===== src/rtl/exec_queue_pkg.sv =====
// Shared core definitions for the execute-to-memory queue: payload layout,
// register/CSR widths and the per-entry control record.
package exec_queue_pkg;

   localparam int unsigned XLEN   = 32;
   localparam int unsigned REG_AW = 5;
   localparam int unsigned CSR_AW = 12;

   localparam logic [REG_AW-1:0] REG_X0 = 5'd0;

   // Opaque payload composition, LSB first
   localparam int unsigned MR_ADDR_OFF   = 0;
   localparam int unsigned MR_ADDR_W     = 32;
   localparam int unsigned MR_STRB_OFF   = MR_ADDR_OFF + MR_ADDR_W;
   localparam int unsigned MR_STRB_W     = 4;
   localparam int unsigned MR_SIGNED_OFF = MR_STRB_OFF + MR_STRB_W;
   localparam int unsigned MR_SIGNED_W   = 1;
   localparam int unsigned MW_EN_OFF     = MR_SIGNED_OFF + MR_SIGNED_W;
   localparam int unsigned MW_EN_W       = 1;
   localparam int unsigned MW_ADDR_OFF   = MW_EN_OFF + MW_EN_W;
   localparam int unsigned MW_ADDR_W     = 32;
   localparam int unsigned MW_STRB_OFF   = MW_ADDR_OFF + MW_ADDR_W;
   localparam int unsigned MW_STRB_W     = 4;
   localparam int unsigned MW_DATA_OFF   = MW_STRB_OFF + MW_STRB_W;
   localparam int unsigned MW_DATA_W     = 32;
   localparam int unsigned JMP_DO_OFF    = MW_DATA_OFF + MW_DATA_W;
   localparam int unsigned JMP_DO_W      = 1;
   localparam int unsigned JMP_PC_OFF    = JMP_DO_OFF + JMP_DO_W;
   localparam int unsigned JMP_PC_W      = 32;
   localparam int unsigned RSVD_OFF      = JMP_PC_OFF + JMP_PC_W;
   localparam int unsigned RSVD_W        = 6;
   localparam int unsigned PAYLOAD_W     = RSVD_OFF + RSVD_W;

   typedef struct packed {
      logic              reg_w_en;
      logic [REG_AW-1:0] reg_w_rd;
      logic [XLEN-1:0]   reg_w_data;
      logic              csr_w_en;
      logic [CSR_AW-1:0] csr_w_addr;
      logic [XLEN-1:0]   csr_w_data;
      logic              mem_r_en;
      logic [REG_AW-1:0] mem_r_rd;
   } exec_ctl_t;

endpackage


===== src/rtl/exec_queue_lookup.sv =====
// Newest-first priority search over the occupied window [head, head+count).
// A load match in the winning entry reports busy instead of hit.
module exec_queue_lookup #(
   parameter int unsigned DEPTH = 4,
   parameter int unsigned AW    = 5,
   parameter int unsigned PTR_W = 2,
   parameter int unsigned CNT_W = 3
) (
   input  logic [DEPTH-1:0]         valid,
   input  logic [DEPTH-1:0]         w_en,
   input  logic [DEPTH-1:0][AW-1:0] w_addr,
   input  logic [DEPTH-1:0]         ld_en,
   input  logic [DEPTH-1:0][AW-1:0] ld_addr,
   input  logic [AW-1:0]            query,
   input  logic [PTR_W-1:0]         head,
   input  logic [CNT_W-1:0]         count,
   output logic                     hit,
   output logic                     busy,
   output logic [PTR_W-1:0]         index
);

   localparam int unsigned SW = PTR_W + 1;

   logic [SW-1:0]    sum;
   logic [PTR_W-1:0] slot;

   // Walk oldest to newest so the last match seen is the newest one
   always_comb begin
      hit   = 1'b0;
      busy  = 1'b0;
      index = '0;
      sum   = '0;
      slot  = '0;
      for (int unsigned k = 0; k < DEPTH; k++) begin
         sum = SW'(head) + SW'(k);
         if (sum >= SW'(DEPTH)) sum = sum - SW'(DEPTH);
         slot = sum[PTR_W-1:0];
         if ((CNT_W'(k) < count) && valid[slot]) begin
            if (ld_en[slot] && (ld_addr[slot] == query)) begin
               hit   = 1'b0;
               busy  = 1'b1;
               index = slot;
            end else if (w_en[slot] && (w_addr[slot] == query)) begin
               hit   = 1'b1;
               busy  = 1'b0;
               index = slot;
            end
         end
      end
   end

endmodule


===== src/rtl/exec_queue.sv =====
// DEPTH-entry in-order queue between execute and memory-read, with
// newest-first register/CSR forwarding over all buffered entries.
module exec_queue
   import exec_queue_pkg::*;
#(
   parameter int unsigned DEPTH = 4,
   parameter int unsigned PW    = PAYLOAD_W
) (
   input  logic                         CLK,
   input  logic                         RST,
   input  logic                         FLUSH,
   input  logic                         MEM_WAIT,
   input  logic                         EXEC_VALID,
   output logic                         IN_READY,
   input  logic                         EXEC_REG_W_EN,
   input  logic [4:0]                   EXEC_REG_W_RD,
   input  logic [31:0]                  EXEC_REG_W_DATA,
   input  logic                         EXEC_CSR_W_EN,
   input  logic [11:0]                  EXEC_CSR_W_ADDR,
   input  logic [31:0]                  EXEC_CSR_W_DATA,
   input  logic                         EXEC_MEM_R_EN,
   input  logic [4:0]                   EXEC_MEM_R_RD,
   input  logic [PW-1:0]                EXEC_PAYLOAD,
   output logic                         OUT_VALID,
   output logic                         Q_REG_W_EN,
   output logic [4:0]                   Q_REG_W_RD,
   output logic [31:0]                  Q_REG_W_DATA,
   output logic                         Q_CSR_W_EN,
   output logic [11:0]                  Q_CSR_W_ADDR,
   output logic [31:0]                  Q_CSR_W_DATA,
   output logic                         Q_MEM_R_EN,
   output logic [4:0]                   Q_MEM_R_RD,
   output logic [PW-1:0]                Q_PAYLOAD,
   output logic [$clog2(DEPTH+1)-1:0]   COUNT,
   input  logic [4:0]                   FWD_REG_ADDR,
   output logic                         FWD_REG_HIT,
   output logic                         FWD_REG_BUSY,
   output logic [31:0]                  FWD_REG_DATA,
   input  logic [11:0]                  FWD_CSR_ADDR,
   output logic                         FWD_CSR_HIT,
   output logic [31:0]                  FWD_CSR_DATA
);

   localparam int unsigned PTR_W = (DEPTH > 1) ? $clog2(DEPTH) : 1;
   localparam int unsigned CNT_W = $clog2(DEPTH + 1);

   logic [PTR_W-1:0] head, tail;
   logic [CNT_W-1:0] count;
   logic [DEPTH-1:0] valid;
   exec_ctl_t        ctl_mem [DEPTH];
   logic [PW-1:0]    pay_mem [DEPTH];
   exec_ctl_t        exec_ctl, head_ctl;
   logic             enq, deq;

   logic [DEPTH-1:0]              reg_en_v, ld_en_v, csr_en_v;
   logic [DEPTH-1:0][REG_AW-1:0]  rd_v, ld_rd_v;
   logic [DEPTH-1:0][CSR_AW-1:0]  csr_v;
   logic                          reg_hit, reg_busy, csr_hit, csr_busy, reg_q_ok;
   logic [PTR_W-1:0]              reg_idx, csr_idx;

   function automatic logic [PTR_W-1:0] ptr_next(input logic [PTR_W-1:0] p);
      return (p == PTR_W'(DEPTH - 1)) ? '0 : p + PTR_W'(1);
   endfunction

   assign IN_READY  = (count < CNT_W'(DEPTH));
   assign OUT_VALID = (count != '0);
   assign COUNT     = count;
   assign enq       = EXEC_VALID && IN_READY && !FLUSH;
   assign deq       = OUT_VALID && !MEM_WAIT && !FLUSH;

   // Pointers, occupancy and valid bits; storage itself is never reset
   always_ff @(posedge CLK or posedge RST) begin
      if (RST) begin
         head  <= '0;
         tail  <= '0;
         count <= '0;
         valid <= '0;
      end else if (FLUSH) begin
         head  <= '0;
         tail  <= '0;
         count <= '0;
         valid <= '0;
      end else begin
         if (enq) begin
            valid[tail] <= 1'b1;
            tail        <= ptr_next(tail);
         end
         if (deq) begin
            valid[head] <= 1'b0;
            head        <= ptr_next(head);
         end
         if (enq && !deq)      count <= count + CNT_W'(1);
         else if (deq && !enq) count <= count - CNT_W'(1);
      end
   end

   assign exec_ctl = '{reg_w_en:   EXEC_REG_W_EN,   reg_w_rd:   EXEC_REG_W_RD,
                       reg_w_data: EXEC_REG_W_DATA, csr_w_en:   EXEC_CSR_W_EN,
                       csr_w_addr: EXEC_CSR_W_ADDR, csr_w_data: EXEC_CSR_W_DATA,
                       mem_r_en:   EXEC_MEM_R_EN,   mem_r_rd:   EXEC_MEM_R_RD};

   always_ff @(posedge CLK) begin
      if (enq) begin
         ctl_mem[tail] <= exec_ctl;
         pay_mem[tail] <= EXEC_PAYLOAD;
      end
   end

   // Head fields are masked to zero while empty
   assign head_ctl     = OUT_VALID ? ctl_mem[head] : '0;
   assign Q_PAYLOAD    = OUT_VALID ? pay_mem[head] : '0;
   assign Q_REG_W_EN   = head_ctl.reg_w_en;
   assign Q_REG_W_RD   = head_ctl.reg_w_rd;
   assign Q_REG_W_DATA = head_ctl.reg_w_data;
   assign Q_CSR_W_EN   = head_ctl.csr_w_en;
   assign Q_CSR_W_ADDR = head_ctl.csr_w_addr;
   assign Q_CSR_W_DATA = head_ctl.csr_w_data;
   assign Q_MEM_R_EN   = head_ctl.mem_r_en;
   assign Q_MEM_R_RD   = head_ctl.mem_r_rd;

   always_comb begin
      reg_en_v = '0;
      ld_en_v  = '0;
      csr_en_v = '0;
      rd_v     = '0;
      ld_rd_v  = '0;
      csr_v    = '0;
      for (int unsigned i = 0; i < DEPTH; i++) begin
         reg_en_v[i] = ctl_mem[i].reg_w_en;
         rd_v[i]     = ctl_mem[i].reg_w_rd;
         ld_en_v[i]  = ctl_mem[i].mem_r_en;
         ld_rd_v[i]  = ctl_mem[i].mem_r_rd;
         csr_en_v[i] = ctl_mem[i].csr_w_en;
         csr_v[i]    = ctl_mem[i].csr_w_addr;
      end
   end

   exec_queue_lookup #(.DEPTH(DEPTH), .AW(REG_AW), .PTR_W(PTR_W), .CNT_W(CNT_W)) u_reg_lookup (
      .valid(valid), .w_en(reg_en_v), .w_addr(rd_v), .ld_en(ld_en_v), .ld_addr(ld_rd_v),
      .query(FWD_REG_ADDR), .head(head), .count(count),
      .hit(reg_hit), .busy(reg_busy), .index(reg_idx));

   exec_queue_lookup #(.DEPTH(DEPTH), .AW(CSR_AW), .PTR_W(PTR_W), .CNT_W(CNT_W)) u_csr_lookup (
      .valid(valid), .w_en(csr_en_v), .w_addr(csr_v), .ld_en('0), .ld_addr('0),
      .query(FWD_CSR_ADDR), .head(head), .count(count),
      .hit(csr_hit), .busy(csr_busy), .index(csr_idx));

   // x0 is hard-wired zero and never forwarded or stalled on
   assign reg_q_ok     = (FWD_REG_ADDR != REG_X0);
   assign FWD_REG_HIT  = reg_q_ok && reg_hit;
   assign FWD_REG_BUSY = reg_q_ok && reg_busy;
   assign FWD_REG_DATA = FWD_REG_HIT ? ctl_mem[reg_idx].reg_w_data : '0;
   assign FWD_CSR_HIT  = csr_hit && !csr_busy;
   assign FWD_CSR_DATA = FWD_CSR_HIT ? ctl_mem[csr_idx].csr_w_data : '0;

endmodule


===== config.mk =====
export PLATFORM = sky130hd
export DESIGN_NAME = exec_queue
export DESIGN_NICKNAME = d
export VERILOG_FILES = /design/src/rtl/exec_queue_pkg.sv /design/src/rtl/exec_queue_lookup.sv /design/src/rtl/exec_queue.sv
export SDC_FILE = /design/constraint.sdc
export NUM_CORES = 1
export LEC_CHECK = 0
export ABC_AREA = 1
export BUFFER_PORTS_ARGS = -buffer_cell sky130_fd_sc_hd__buf_2
export CAP_MARGIN = 20
export CORE_MARGIN = 2
export CORE_UTILIZATION = 49
export CTS_BUF_LIST = sky130_fd_sc_hd__clkbuf_16
export DETAILED_ROUTE_END_ITERATION = 8
export PLACE_DENSITY = 0.79
export REMOVE_ABC_BUFFERS = 1
export SYNTH_ARGS = -nofsm -noshare
export SYNTH_HDL_FRONTEND = slang
export SYNTH_SLANG_ARGS = --single-unit

===== constraint.sdc =====
create_clock -name CLK -period 11.4 [get_ports CLK]
set_input_delay 0.57 -clock CLK [delete_from_list [all_inputs] [get_ports CLK]]
set_output_delay 0.57 -clock CLK [all_outputs]
set_load 0.005 [all_outputs]

# After elaboration in Yosys (flattened, before gate mapping)
# Memory sizes are Yosys's and may differ from the RTL's.
# Index checks and enable logic that the tools add are counted.
# W data, S select, Z words.
word_totals:
  ff_bits: 11
  word_cells: 265
  mem_bits_rw: 936
  n_memories: 2
memory_table:
  columns: ["memory", "depth", "word_bits", "read_ports", "rd_clocked_by_memory_dff", "write_ports", "line_no", "rtl"]
  rows:
  - ["pay_mem", 4, 145, 1, 0, 1, "exec_queue.sv:51", "logic [PW-1:0] pay_mem [DEPTH];"]
  - ["ctl_mem", 4, 89, 7, 0, 1, "exec_queue.sv:50", "exec_ctl_t ctl_mem [DEPTH];"]
classes:
  eq_ne: 18
  reduce_logical: 41
  n_mux: 169
  addsub: 11
  n_lt_le_gt_ge: 17
  bitwise_logic: 3
op_table:
  columns: ["operator", "n"]
  rows:
  - ["$bmux W12 S2", 8]
  - ["$mux W145", 1]
  - ["$eq A12 B12 Y1", 8]
  - ["$mux W12", 8]
  - ["$mux W89", 1]
  - ["$bmux W5 S2", 8]
  - ["$mux W1", 70]
  - ["$mux W2", 34]
  - ["$mux W32", 2]
  - ["$bmux W1 S2", 20]
  - ["$eq A5 B5 Y1", 8]
  - ["$mux W5", 8]
  - ["$logic_and A1 B1 Y1", 31]
  - ["$lt A2 B3 Y1 const B", 6]
  - ["$mux W4", 4]
  - ["$ge A3 B3 Y1 const B", 3]
  - ["$mux W3", 3]
  - ["$sub A2 B1 Y2 const B", 4]
  - ["$add A2 B2 Y3 const B", 2]
  - ["$lt A1 B3 Y1 const A", 2]
  - ["$lt A2 B3 Y1 const A", 2]
  - ["$reduce_bool A3 Y1", 2]
  - ["$logic_not A1 Y1", 5]
  - ["$reduce_bool A5 Y1", 1]
  - ["other kinds (13)", 18]

# Logic depth before layout (Yosys ltp)
# Gate-level depths: netlist of run 1.
depth:
  ltp_word: 20
  depth_mapped: 30
  ltp_nobuf: 20

# Hierarchy
# A second synthesis of run 1 with hierarchy kept.
unflattened:
  cells_unflattened: 4778
  area_unflattened_um2: 45807.7
by_module_without_submodules:
  columns: ["module", "cells_each", "area_per_inst_um2", "instances", "seq_area_each_um2"]
  rows:
  - ["exec_queue", 3225, 38929.8, 1, 28382.2]
  - ["exec_queue_lookup at u_csr_lookup", 1065, 4659.5, 1, 0.0]
  - ["exec_queue_lookup at u_reg_lookup", 488, 2218.4, 1, 0.0]

# Worst setup path after synthesis of run 1
# OpenSTA, ideal clock, no wires.
synth_timing:
  path_kind: "input port to flip-flop"
  from: "input port FLUSH"
  to: "memory ctl_mem[3][0] in the netlist's numbering, enable pin"
  path_slack_ns: -0.399
  stages: 3
  required_ns: 10.565
  setup_time_ns: 0.835
  arrival_ns: 10.964
  cell_sequence: "nor3_1 > inv_1 > nor2_1"
synth_between:
  elab_chain_cells: 4
synth_lines:
  columns: ["element", "line_no", "rtl"]
  rows:
  - ["start: declaration", "exec_queue.sv:11", "input logic FLUSH,"]
  - ["$logic_not A1 Y1", "exec_queue.sv:68", "assign enq = EXEC_VALID && IN_READY && !FLUSH;"]
  - ["$logic_and A1 B1 Y1", "exec_queue.sv:68", null]
  - ["$mux W1", "exec_queue.sv:103", "if (enq) begin"]
  - ["$mux W1 (implied by the code)", "exec_queue.sv:104", "ctl_mem[tail] <= exec_ctl;"]
  - ["end: declaration", "exec_queue.sv:50", null]
# No other way between the ends.

# Worst setup path in the final report of run 1
layout_timing:
  from: "register head[0]"
  to: "output port FWD_CSR_DATA[20]"
layout_between:
  elab_chain_cells: 20
  word_cells_on_any_way: 114
layout_lines:
  columns: ["element", "line_no", "rtl"]
  rows:
  - ["start: declaration", "exec_queue.sv:47", "logic [PTR_W-1:0] head, tail;"]
  - ["start signal: assignment", "exec_queue.sv:90", "head <= ptr_next(head);"]
  - ["$ge A2 B3 Y1 or $sub A2 B1 Y2 (tied branches)", "exec_queue_lookup.sv:36", "if (sum >= SW'(DEPTH)) sum = sum - SW'(DEPTH);"]
  - ["$mux W2", "exec_queue_lookup.sv:36", null]
  - ["$bmux W12 S2, on equally long branches", "exec_queue_lookup.sv:43, exec_queue_lookup.sv:39", null]
  - ["$mux W12, on equally long branches", "exec_queue_lookup.sv:43, exec_queue_lookup.sv:39", null]
  - ["$eq A12 B12 Y1, on equally long branches", "exec_queue_lookup.sv:43, exec_queue_lookup.sv:39", null]
  - ["$logic_and A1 B1 Y1, on equally long branches", "exec_queue_lookup.sv:43, exec_queue_lookup.sv:39", null]
  - ["$mux W2 (tied with other cells)", "exec_queue_lookup.sv:43", "end else if (w_en[slot] && (w_addr[slot] == query)) begin"]
  - ["$mux W2 (tied with other cells)", "exec_queue_lookup.sv:39", "if (ld_en[slot] && (ld_addr[slot] == query)) begin"]
  - ["(+4 left out)", null, null]
  - ["$mux W2 (tied with other cells)", "exec_queue_lookup.sv:43", null]
  - ["$mux W2 (tied with other cells)", "exec_queue_lookup.sv:39", null]
  - ["$mux W2 (tied with other cells)", "exec_queue_lookup.sv:38", "if ((CNT_W'(k) < count) && valid[slot]) begin"]
  - ["$mux W2 (tied with other cells)", "exec_queue_lookup.sv:43", null]
  - ["$mux W2 (tied with other cells)", "exec_queue_lookup.sv:39", null]
  - ["$mux W2 (tied with other cells)", "exec_queue_lookup.sv:38", null]
  - ["$mem_v2 Z4 W89 or $logic_and A1 B1 Y1 (tied branches)", null, null]
  - ["$mux W32 (*)", "exec_queue.sv:154", "assign FWD_CSR_DATA = FWD_CSR_HIT ? ctl_mem[csr_idx].csr_w_data : '0;"]
  - ["end: declaration", "exec_queue.sv:41", "output logic [31:0] FWD_CSR_DATA"]
# Mark *: on every way between the ends. The rest lies on a longest branch, timed or not. The select of a mux whose other input is x is not followed.

==> results of run 1 <==
## final cells by class
class	instances	area share
diodes	16	0.0008095
clock buffers	97	0.04908
clock inverters	73	0.01020
inverters	126	0.01012
multi-input cells	2984	0.2619
flip-flops and latches	947	0.5740
well taps	1155	0.02922
repair buffers	604	0.06466
## where the power goes
group | switching [mW] | internal [mW]
sequential | 0.0880 | 4.02
combinational | 2.20 | 1.01
clock | 1.31 | 1.62
total | 3.60 | 6.65
## worst max path at each step
stage	end	slack, ps	start
3_5_place_dp	FWD_CSR_DATA[20]	4620	head[0]
2_1_floorplan	FWD_REG_DATA[0]	-10100	head[0]
4_1_cts	FWD_CSR_DATA[11]	3840	head[0]
3_3_place_gp	FWD_CSR_DATA[5]	4790	head[0]
5_1_grt	FWD_CSR_DATA[31]	3270	head[0]
6_report	FWD_CSR_DATA[20]	3780	head[0]
## state kept, by name, indices dropped and copies added, names as in the netlist
register	cells
ctl_mem	356
tail	2
head	2
pay_mem	580
valid	4
COUNT	3
## through the flow
step,setup slack (ps),instance area (sq um),instances
floorplan,-10100,41750,4057
global route,3273,49450,5998
global placement,4789,46420,5813
detailed placement,4619,46420,5813
CTS,3841,49360,5984
finish,3778,49460,6002
## critical path, delay by kind of cell, from the launching register on
family,cells,cell delay [ps]
buf+inv,3,1310
simple gates,11,3110
flops,1,1040
fa+ha+maj,1,450
compound gates,1,220
## cell families (layout without fill, tap and decap cells)
logic type	after synthesis	count (layout)	share of synthesized area
and+or+nand+nor	2250	2250	0.2099
DFF	947	947	0.6610
AOI/OAI and AO/OA	716	716	0.08567
buffers and inverters	391	900	0.03870
adders and majority gates	12	12	0.003497
xor gates and xnor gates	4	4	0.0008158
muxes	2	2	0.0004662
other	0	16	0
## Yosys cell counts (3+ instances only)
cell type	n	area (sq um)
o21ai_0	414	2072
o21ai_1	8	40.04
clkbuf_1	169	634.4
nand3_1	410	2052
buf_2	57	285.3
a21oi_1	258	1291
dfrtp_1	11	275.3
clkinv_1	3	11.26
nand2_2	5	31.28
o22ai_1	3	18.77
inv_2	3	11.26
nand2_1	820	3078
edfxtp_1	936	28110
nor2_1	1002	3761
buf_1	20	75.07
buf_6	11	123.9
xor2_1	4	35.03
inv_1	119	446.7
ha_1	12	150.1
buf_4	7	52.55
nor3_1	3	15.01
nand4_1	4	25.02
o211ai_1	26	195.2
## layer usage
metal	wire, microns	track usage
met5	204	0
met4	3449	0.09429
met3	12230	0.07493
met2	56740	0.4237
met1	43990	0.3056
==> impl_metrics.tcl, run 1 <==
set metrics [dict create \
    worstPathArrival_ps 7050 \
    crit_chain "inv_12 > ha_2 > inv_2 > nor2_1 > nor2_1 > o21ai_0 > nor2_1 > nand3b_1 > nand2_1 > nand2_2 > nand2_4 > nand2_1 > nand2_1 > nor2_1 > nor2_1 > buf_2" \
    portBuffers 561 \
    leakage_nw 19.51 \
    gp_congestion 0.9193 \
    whs_path_depth 1 \
    fin_crit_sh 0.6686 \
    die_area_sq_um 90020 \
    layout_common_cells "nor2_1, edfxtp_1, nand2_1" \
    ys.flop_type "edfxtp_1" \
    hpwl_microns 69450 \
    grt_pass1_wl_microns 176100 \
    root_buffer "clkbuf_16" \
    cts.htree.levels 3 \
    crit_fanout 176 \
    end_kind "primary output" \
    ctsHoldBuffers 1 \
    maxCapViolCount 0 \
    multi_input_area_sq_um 12950 \
    power.density_nw_per_um2 207.3 \
    grt_pass1_vias 32050 \
    outcome "finished, final reports clean" \
    avgViaCountPerCell 5.569 \
    min_period_ps 7622 \
    cts-buffers-inserted 97 \
    tightest_slew_ps 1191 \
    core_area_sq_um 86750 \
    floorplan.initialDensity 0.4950 \
    slew-limit-headroom 0.2057 \
    post_cts_resized 0 \
    seqCellArea_sq_um 28390 \
    clock_sinks 947 \
    final_antenna_net_count 0 \
    cpMaxStageDelayCell "dfrtp_4" \
    hold_viol 0 \
    vias 33430 \
    clk_pin_slew_ps 60 \
    worstSetupPathType "reg -> out" \
    clock_path_buffers 3 \
    holdWs_ps 94.77 \
    grt_max_degree 210 \
    syn_area_per_cell_sq_um 9.935 \
    start_kind "register" \
    yosysSeqAreaShare 0.6610 \
    timing.rr.end "pay_mem[1][56]" \
    hp-class "in -> reg" \
    nFillCells 7060 \
    clock_latency_ps 690 \
    clock.fmax_mhz 131.2 \
    synth_cell_type_count 37 \
    ys_warn_count 0 \
    cts_tree "built" \
    postCtsSetupBuffers 0 \
    synthToLayoutAreaGrowth_pct 15.18 \
    r2r_cells 5 \
    async_reset_ff_frac 0.01162 \
    drive_gt1_frac 0.1559 \
    cpPeakStageDelay_ps 1040 \
    grt_usage 0.2514 \
    setup_viol 0 \
    skew_ps 35.12 \
    post_drt_wl_per_cell_microns 19.43 \
    pin_count 562 \
    path_common_cell "nor2_1" \
    synth_area_sq_um 42940 \
    rows 108 \
    hold_path_end "pay_mem[1][93]" \
    vdd_drop_max_mv 0.1663 \
    fp.dieH_microns 300.0 \
    finalSetupTns_ps 0 \
    final_common_cell "nor2_1" \
    drt-pass1-iter-count 8 \
    synth_edf_count 936 \
    grt_overflow 0 \
    drv_slew 0 \
    antenna_found_initial 33 \
    wl_microns 116600 \
    r2r-start "COUNT[2]" \
    drc_errors 0 \
    grt_setup_unrepaired "false" \
    r2r_setup_slack_ps 6930 \
    ys_ff_latch 947 \
    fin_util 0.5701 \
    nNetsFinal 5028 \
    fp.dieW_microns 300.0 \
    hold_start "EXEC_PAYLOAD[93]" \
    finalPower_mw 10.25 \
    synth_cells 4322 \
    crit_required_ps 10830 \
    drtIter0Drc 3422 \
]
No activity file was read; power rests on OpenSTA's default activity.
==> run 2: changes to the inputs <==
--- a/config.mk
+++ b/config.mk
@@ -12,7 +12,7 @@
 export CORE_UTILIZATION = 49
 export CTS_BUF_LIST = sky130_fd_sc_hd__clkbuf_16
 export DETAILED_ROUTE_END_ITERATION = 8
-export PLACE_DENSITY = 0.79
+export PLACE_DENSITY = 0.76
 export REMOVE_ABC_BUFFERS = 1
 export SYNTH_ARGS = -nofsm -noshare
 export SYNTH_HDL_FRONTEND = slang
==> constraint.sdc (replaced) <==
create_clock -name CLK -period 7.5 [get_ports CLK]
set_input_delay 0.375 -clock CLK [delete_from_list [all_inputs] [get_ports CLK]]
set_output_delay 0.375 -clock CLK [all_outputs]
set_load 0.005 [all_outputs]
==> run 2 against run 1 <==
Highest routed layer unchanged. Largest power group unchanged. Combinational power grew 56%. Utilization grew 2.8 points. Critical path type unchanged. First-iteration DRC count increased by 17%. Critical endpoint is now FWD_CSR_DATA[23].
==> impl_metrics.tcl, run 2 (same netlist as run 1, synthesis figures left out) <==
set metrics [dict create \
    outcome "finished, final reports clean" \
    worstSetupPathType "reg -> out" \
    rows 108 \
    drtIter0Drc 4008 \
    grt_overflow 0 \
    root_buffer "clkbuf_16" \
    avgViaCountPerCell 5.633 \
    finalSetupTns_ps 0 \
    cpPeakStageDelay_ps 1100 \
    hpwl_microns 67590 \
    clock_sinks 947 \
    final_common_cell "nor2_1" \
    hp-class "in -> reg" \
    vias 35090 \
    drive_gt1_frac 0.1494 \
    antenna_found_initial 12 \
    core_area_sq_um 86750 \
    die_area_sq_um 90020 \
    slew-limit-headroom 0.1485 \
    clock_path_buffers 3 \
    post_drt_wl_per_cell_microns 19.50 \
    fp.dieW_microns 300.0 \
    cts_tree "built" \
    critical_path_buf_inv_count 4 \
    crit_required_ps 7120 \
    postCtsSetupBuffers 0 \
    multi_input_area_sq_um 12950 \
    nNetsFinal 5255 \
    grt_pass1_wl_microns 185200 \
    crit_cells 17 \
    ctsHoldBuffers 237 \
    place_area_sq_um 46490 \
    cts.htree.levels 3 \
    crit_chain "inv_12 > ha_2 > inv_2 > nor2_1 > nor2_1 > o21ai_0 > nor2_1 > nand3b_1 > nand2_1 > nand2_2 > buf_4 > nand2_4 > nand2_1 > nand3_1 > nand2_1 > nor2_1 > buf_2" \
    min_period_ps 7090 \
    floorplan.initialDensity 0.4950 \
    grt_max_degree 258 \
    r2r_cells 5 \
    skew_ps 31.51 \
    grt_pass1_vias 34550 \
    gp_congestion 0.9153 \
    end_kind "primary output" \
    top_register "pay_mem" \
    fin_crit_sh 0.9454 \
    drv_slew 0 \
    synthToLayoutAreaGrowth_pct 20.93 \
    clock.fmax_mhz 141.0 \
    grt_usage 0.2620 \
    final_area_sq_um 51930 \
    grt_setup_unrepaired "false" \
    post_cts_resized 0 \
    cts-buffers-inserted 96 \
    wl_microns 121500 \
    final_antenna_net_count 0 \
    clock_latency_ps 670 \
    layout_common_cells "nor2_1, edfxtp_1, nand2_1" \
    fp.dieH_microns 300.0 \
    tightest_slew_ps 1277 \
    whs_path_depth 4 \
    drt-pass1-iter-count 6 \
    crit_family "simple AND/OR/NAND/NOR gates" \
    start_kind "register" \
    largest_reg_flops 580 \
    hold_viol 0 \
    nFillCells 6835 \
    pin_count 562 \
    crit_fanout 155 \
    vdd_drop_max_mv 0.3353 \
    path_common_cell "nor2_1" \
    worstPathArrival_ps 6720 \
    seqCellArea_sq_um 28390 \
    setup_viol 0 \
    maxCapViolCount 0 \
    leakage_nw 20.52 \
    largestRegisters "pay_mem x580, ctl_mem x356, valid x4" \
    power.density_nw_per_um2 306.2 \
    cpMaxStageDelayCell "dfrtp_4" \
    clk_pin_slew_ps 60 \
    drc_errors 0 \
    portBuffers 561 \
]
## run 2: cell types whose count changed in the layout (fill, tap and decap cells not counted), sizes merged
cell / previous run / this run
dlygate4sd3: 1 / 237
clkinv: 42 / 51
buf: 603 / 595
diode: 16 / 8
inv: 149 / 144
bufinv: 3 / 6
## run 2: power breakdown
part           internal, mW  switching, mW  total, mW
Clock                  2.57           2.05       4.62
Sequential             6.11          0.140       6.25
Combinational          1.62           3.41       5.03
## run 2: worst paths after layout
path | endpoint | slack [ps] | from
worst min-delay path | head[1] | 140 | MEM_WAIT
max in group asynchronous | head[0] | 6880 | RST
worst max register to register | ctl_mem[0][32] | 3760 | COUNT[2]
worst max-delay path | FWD_CSR_DATA[23] | 410 | head[0]
min in group asynchronous | COUNT[0] | 270 | RST
worst min register to register | COUNT[2] | 590 | COUNT[2]
## run 2: metal layers
metal	up-vias	track usage	part of all wire
met5	-	0	0.00032
met4	6	0.1133	0.037
met3	355	0.06120	0.10
met2	1973	0.4520	0.50
met1	16570	0.3142	0.37
li1	16190	-	-
## run 2: worst register-to-register path: cells and delay by family, from the launching register on
family,cells,cell delay (ps)
buf+inv,3,1970
flops,1,450
simple gates,2,880
## run 2: cell type report
| cell class | count | share of cell area |
|---|---|---|
| repair buffers | 832 | 0.1073 |
| clock buffers | 97 | 0.04674 |
| diodes | 8 | 0.0003855 |
| inverters | 126 | 0.009638 |
| clock inverters | 80 | 0.01190 |
| multi-input cells | 2984 | 0.2495 |
| flip-flops and latches | 947 | 0.5467 |
| well taps | 1155 | 0.02783 |
## run 2: metrics by stage
step	power [mW]	worst slack (ps)	util	hold slack [ps]	cells
2_1_floorplan	9.503	-13800	-	227.4	4057
3_3_place_gp	11.09	1394	0.5359	390.1	5807
3_5_place_dp	11.17	1307	0.5359	398.5	5807
4_1_cts	15.84	550.3	0.5983	73.89	6221
5_1_grt	16.66	38.09	0.5984	135.3	6225
6_report	15.90	409.7	0.5986	136.1	6229
